--- src/rtl/image_streamer.sv ---
// Frame source for the LeNet-5 front end: reads one image from the pixel ROM and emits a gap-free raster stream.
// Optional zero border is compiled in with `define IMAGE_STREAMER_PAD_EN.
module image_streamer #(
  parameter int COLS    = 32,
  parameter int ROWS    = 32,
  parameter int DATA_W  = 8,
  parameter int ADDR_W  = 10,
  parameter int ROM_LAT = 1,
  parameter int PAD     = 2
) (
  input  logic              clk,
  input  logic              rst_n,
  input  logic              start,
  output logic              rom_en,
  output logic [ADDR_W-1:0] rom_addr,
  input  logic [DATA_W-1:0] rom_data,
  output logic [DATA_W-1:0] pix_data,
  output logic              pix_valid,
  output logic              sof,
  output logic              sol,
  output logic              eol,
  output logic              eof,
  output logic              busy,
  output logic              done
);

  localparam int CW = (COLS > 1) ? $clog2(COLS) : 1;
  localparam int RW = (ROWS > 1) ? $clog2(ROWS) : 1;

  if (ROM_LAT < 1 || ROM_LAT > 4 || PAD < 0) begin : g_bad_cfg
    $error("image_streamer: ROM_LAT must be 1..4 and PAD non-negative");
  end

  typedef enum logic [1:0] {IDLE, ISSUE, DRAIN} state_t;

  typedef struct packed {
    logic vld;
    logic sof;
    logic sol;
    logic eol;
    logic eof;
    logic pad;
  } side_t;

  state_t            state, state_nxt;
  logic [RW-1:0]     row, row_nxt;
  logic [CW-1:0]     col, col_nxt;
  logic              issue, last, done_nxt;
  side_t             slot_s;
  logic [ADDR_W-1:0] addr_s;
  // Stage 0 is the issue register; stage ROM_LAT lines up with rom_data.
  side_t [ROM_LAT:0] vld_pipe;

  assign last = (row == RW'(ROWS-1)) && (col == CW'(COLS-1));

  always_comb begin
    state_nxt = state;
    row_nxt   = row;
    col_nxt   = col;
    issue     = 1'b0;
    done_nxt  = 1'b0;
    case (state)
      IDLE:  if (start) begin
               issue     = 1'b1;
               state_nxt = ISSUE;
             end
      ISSUE: issue = 1'b1;
      // The registered eof marks the last pixel leaving, so the ROM pipe is empty here.
      DRAIN: if (eof) begin
               done_nxt  = 1'b1;
               state_nxt = IDLE;
             end
      default: state_nxt = IDLE;
    endcase
    if (issue) begin
      if (col == CW'(COLS-1)) begin
        col_nxt = '0;
        row_nxt = last ? '0 : row + 1'b1;
      end else begin
        col_nxt = col + 1'b1;
      end
      if (last) state_nxt = DRAIN;
    end
  end

  always_comb begin
    slot_s     = '0;
    slot_s.vld = 1'b1;
    slot_s.sof = (row == '0) && (col == '0);
    slot_s.sol = (col == '0);
    slot_s.eol = (col == CW'(COLS-1));
    slot_s.eof = last;
`ifdef IMAGE_STREAMER_PAD_EN
    slot_s.pad = (int'(row) < PAD) || (int'(row) >= ROWS-PAD) ||
                 (int'(col) < PAD) || (int'(col) >= COLS-PAD);
    addr_s     = ADDR_W'((int'(row) - PAD) * (COLS - 2*PAD) + (int'(col) - PAD));
`else
    addr_s     = ADDR_W'(int'(row) * COLS + int'(col));
`endif
  end

  always_ff @(posedge clk or negedge rst_n) begin
    if (!rst_n) begin
      state     <= IDLE;
      row       <= '0;
      col       <= '0;
      rom_en    <= 1'b0;
      rom_addr  <= '0;
      vld_pipe  <= '0;
      pix_data  <= '0;
      pix_valid <= 1'b0;
      sof       <= 1'b0;
      sol       <= 1'b0;
      eol       <= 1'b0;
      eof       <= 1'b0;
      busy      <= 1'b0;
      done      <= 1'b0;
    end else begin
      state <= state_nxt;
      row   <= row_nxt;
      col   <= col_nxt;
      busy  <= (state_nxt != IDLE);
      done  <= done_nxt;
      // Border slots skip the ROM; rom_addr keeps its last value.
      rom_en <= issue && !slot_s.pad;
      if (issue && !slot_s.pad) rom_addr <= addr_s;
      vld_pipe[0] <= issue ? slot_s : '0;
      for (int k = 1; k <= ROM_LAT; k++) vld_pipe[k] <= vld_pipe[k-1];
      pix_valid <= vld_pipe[ROM_LAT].vld;
      sof       <= vld_pipe[ROM_LAT].sof;
      sol       <= vld_pipe[ROM_LAT].sol;
      eol       <= vld_pipe[ROM_LAT].eol;
      eof       <= vld_pipe[ROM_LAT].eof;
      pix_data  <= (vld_pipe[ROM_LAT].vld && !vld_pipe[ROM_LAT].pad) ? rom_data : '0;
    end
  end

endmodule

--- config.mk ---
export PLATFORM = sky130hd
export DESIGN_NAME = image_streamer
export DESIGN_NICKNAME = d
export VERILOG_FILES = /design/src/rtl/image_streamer.sv
export SDC_FILE = /design/constraint.sdc
export NUM_CORES = 1
export LEC_CHECK = 0
export BUFFER_PORTS_ARGS = -buffer_cell sky130_fd_sc_hd__buf_2
export CAP_MARGIN = 20
export CORE_UTILIZATION = 47
export CTS_CLUSTER_SIZE = 40
export DETAILED_ROUTE_END_ITERATION = 12
export PLACE_DENSITY = 0.77
export SLEW_MARGIN = 5
export SYNTH_ARGS = -nofsm -noshare
export SYNTH_HDL_FRONTEND = slang
export SYNTH_SLANG_ARGS = --single-unit
--- constraint.sdc ---
create_clock -name clk -period 1.7 [get_ports clk]
set_clock_uncertainty 0.05 [all_clocks]
set_input_delay 0.425 -clock clk [delete_from_list [all_inputs] [get_ports clk]]
set_output_delay 0.425 -clock clk [all_outputs]
set_load 0.005 [all_outputs]
Yosys cells after proc, flatten, opt, wreduce, memory -nomap -nowiden. Cells that the tools add are included.

Bits in registers: 50. Input port bits: 11. Output and inout port bits: 26. Logic and storage cells: 54.

Add/subtract/negate cells: 3. Equality and inequality tests: 4. Multiplexer cells: 13. Reductions and logical operators: 9.

Operator list (number): $add A10 B5 Y10 (1); $add A5 B1 Y5 const B (2); $eq A5 B5 Y1 const B (2); $logic_not A5 Y1 (2); $mux W5 (2); $mux W2 (4); $mux W8 (1); $mux W6 (1); $pmux W2 S3 (1); $logic_and A1 B1 Y1 (3); $mux W1 (3); $eq A2 B1 Y1 const B (1); $eq A2 B2 Y1 const B (1); $logic_not A2 Y1 (1); $pmux W1 S2 (1); $reduce_and A2 Y1 (1); $reduce_bool A2 Y1 (1); $logic_not A1 Y1 (1).

Logic depth before layout (Yosys ltp).
Depth in word-level cells: 5. Mapped depth: 6. Gate-level depth less buffers: 6.

Worst setup path after synthesis. Ideal clock, no wire load.

Kind: register to register. Start point: reg row[0]. End point: reg row[3]. Library setup time: 0.092 ns. Data arrival time: 1.558 ns. Data required time: 1.558 ns. Setup slack: 0.001 ns. Cell stages (with the launch flop): 6. Path buffers: 0. Clock period less this slack: 1.699 ns. Cell sequence: dfrtp_1 ha_1 and3_1 ha_1 or3_4 o31ai_2.

Longest elaborated chain between the ends: 3. Elaborated cells on any way between the ends: 4. Classes of those cells: add/sub: 1; eq/ne: 1; mux: 1; reduce/logical: 1.

Ends and longest elaborated chain: start, declared (line 46) `logic [RW-1:0] row, row_nxt;`; start signal, assigned (line 120) `row <= row_nxt;`; parallel branches: the longest is 2 deep, another holds $add A5 B1 Y5; $mux W5 (*) (line 78) `row_nxt = last ? '0 : row + 1'b1;`.

Every way passes the cells marked *. A chain may end at the register's enable or synchronous reset.

Worst setup path after layout.
Start point: reg col[0]. End point: reg row[3].

Longest elaborated chain between the ends: 3. Elaborated cells on any way between the ends: 4. Classes of those cells: eq/ne: 1; mux: 1; reduce/logical: 2.

Ends and longest elaborated chain: start, declared (line 47) `logic [CW-1:0] col, col_nxt;`; start signal, assigned (line 121) `col <= col_nxt;`; $eq A5 B5 Y1 (*) (line 54, 76); $logic_and A1 B1 Y1 (line 54) `assign last = (row == RW'(ROWS-1)) && (col == CW'(COLS-1));`; $mux W5 (line 78).

Every way passes the cells marked *; elsewhere a longest branch is shown, timed or not.

==> flow_summary.ini <==
[status]
status = finished clean

[power]
leakagePower_nw = 1.079
p_total_w = 0.002978
vdd_ir_drop_max_uv = 871.2
power_density_mw_per_mm2 = 1373

[worst_hold_path]
worstHoldPathType = in2reg
whs_path_depth = 2
min_to = pix_data[2]
min_from = rom_data[2]

[sta]
holdWs_ns = 0.2305
rsz0062_at_grt = yes
hold_viol_final = 0
worst_pin_slew_ns = 0.3468
post-route-min-period_ns = 1.680
finalSetupViolCount = 0
finalCritPeriodShare_pct = 98.82
fmax_mhz = 595.3
drv_slew = 0
relSlewSlack_pct = 76.69

[routing]
ant_nets = 0
dr.first_iter.drc_count = 41
dr.pass1.iters = 4
wire_per_inst_um = 13.35
drc = 0
vias = 1225
via_per_inst = 5.104
wirelength_mm = 3.204

[synth]
yosysSeqAreaShare_pct = 68.21
postSynthAreaPerCell_um2 = 12.32
syn_area_mm2 = 0.001724
synthCells = 140
synth_nets = 157
ys_seq_elements = 47
ys_warn_count = 0
synth_cell_types = 27

[worst_setup_path]
rr_worst_depth = 6
startpoint_type = register
worstReg2RegEnd = row[3]
critPathKind = reg2reg
cp.arrival_ns = 1.90
cp_max_fo = 6
crit_required_ns = 1.92
crit_path_end_kind = register
regToRegStartpoint = col[0]
r2r_slack_ns = 0.02
crit_path_start = col[0]

[cts]
cts.sinks = 47
cts_max_path_buffers = 2
htree_levels = 2
clk_pin_slew_ns = 0.12
clk_latency_ns = 0.35
cts_tree = yes
clock_tree.root_cell = clkbuf_4
cts_made_buffers = 5

[grt]
grt-ovfl-total = 0
grt_usage_pct = 18.56
first_global_vias = 1174
grt_pass1_wl_mm = 5.361
grt_max_degree = 48
antenna_found_initial = 0

[layout]
post-route-util_pct = 63.52
drive_above_1_share_pct = 35.57
final_nets = 211
syn2layout_area_growth_pct = 25.83
antennaDiodeCount = 0

[floorplanning]
ios = 37
die_h_um = 62.57
die_x_um = 62.57
rows = 21
coreArea_mm2 = 0.003416
initial_utilization_pct = 50.48
dieArea_mm2 = 0.003914

[placement]
numPortBuffers = 36
place.gp.congestion = 0.8759
dp.final_hpwl_mm = 2.134

[run]
drv_cap = 0
-- worst max-delay path by stage --
| stage | endpoint | slack (ns) |
|---|---|---|
| floorplan | row[3] | 0.0005 |
| global placement | row[3] | 0.05 |
| detailed placement | row[3] | -0.03 |
| CTS | row[3] | 0.004 |
| global route | row[3] | -0.04 |
| finish | row[3] | 0.02 |
-- per-stage QoR --
stage | cells | setup WS [ns] | TNS [ns] | area, µm²
3_3_place_gp | 228 | 0.05418 | 0 | 2027
4_1_cts | 240 | 0.003807 | 0 | 2128
3_5_place_dp | 228 | -0.02961 | -0.02961 | 2027
5_1_grt | 240 | -0.03508 | -0.03552 | 2170
2_1_floorplan | 140 | 0.0005277 | 0 | 1724
6_report | 240 | 0.02003 | 0 | 2170
-- registers in the layout, summed over array words and instances, names as in the netlist --
register   flops
row            5
col            5
busy           1
sol            1
eof            1
pix_valid      1
sof            1
vld_pipe       9
eol            1
pix_data       8
rom_addr      10
state          2
done           1
rom_en         1
-- routing by layer --
layer	GRT usage, %	routed length (µm)
met5	0	0
met1	21.24	1360
met3	6.752	201
met4	13.08	128
met2	28.80	1513
-- repair_timing --
item / CTS / global route
resized for setup: 2 / 8
endpoints found under the hold margin: 47 / 0
buffers inserted: 4 / 0
pin swaps: 1 / 3
hold buffers: 1 / 0
setup endpoints to repair: 3 / 4
-- critical path, stage by stage (launching register included) --
cell and delay, ns:
dfrtp_1 0.39, ha_2 0.19, and3_4 0.19, ha_4 0.15, inv_4 0.05, or3_4 0.41, o31ai_2 0.18
-- cell usage after synthesis, drive strengths merged --
library cell | number | area [µm²]
a31oi | 2 | 12.51
nand2b | 3 | 18.77
mux2 | 1 | 11.26
o41ai | 1 | 8.760
nor2 | 4 | 17.52
ha | 6 | 75.07
a21oi | 2 | 10.01
inv | 7 | 26.28
dfrtp | 47 | 1176
o21ai | 12 | 60.05
nand4b | 1 | 8.760
buf | 3 | 15.01
and2 | 8 | 50.05
and3b | 1 | 8.760
o31ai | 3 | 27.52
nand2 | 28 | 105.1
nor4 | 1 | 12.51
and4b | 1 | 10.01
and3 | 3 | 18.77
nand3 | 3 | 15.01
or3 | 2 | 17.52
o21bai | 1 | 18.77
-- kinds of logic after synthesis --
kind of cell / Yosys count / synth area share, %
simple gates: 55 / 16.40
flops: 47 / 68.21
compound gates: 21 / 7.982
buf+inv: 10 / 2.395
fa+ha+maj: 6 / 4.354
mux: 1 / 0.6531
-- cell type report --
cell class                 count  area [µm²]
clock inverter                 1       5.005
multi-input combinational     83       546.8
timing repair buffer          50       304.0
fill                         286        1246
sequential                    47        1176
tap                           46       57.56
clock buffer                   6       51.30
inverter                       7       28.78
-- cell usage in the layout (no fill, tap or decap), types with 3 or more instances in the layout --
cell type and n:
o21ai_1 11, buf_2 36, and2_1 8, nand3_1 3
inv_1 5, buf_4 11, nand2_1 28, clkbuf_4 5
dfrtp_1 47, nor2_1 3, nand2b_1 3
-- power breakdown --
| group | leakage, nW | internal (W) | switching, W |
|---|---|---|---|
| clock | 0.0341 | 0.000192 | 0.000317 |
| sequential | 0.573 | 0.00139 | 0.000209 |
| combinational | 0.472 | 0.000437 | 0.000436 |
| total | 1.08 | 0.00202 | 0.000962 |
No activity file was read; power rests on OpenSTA's default activity.
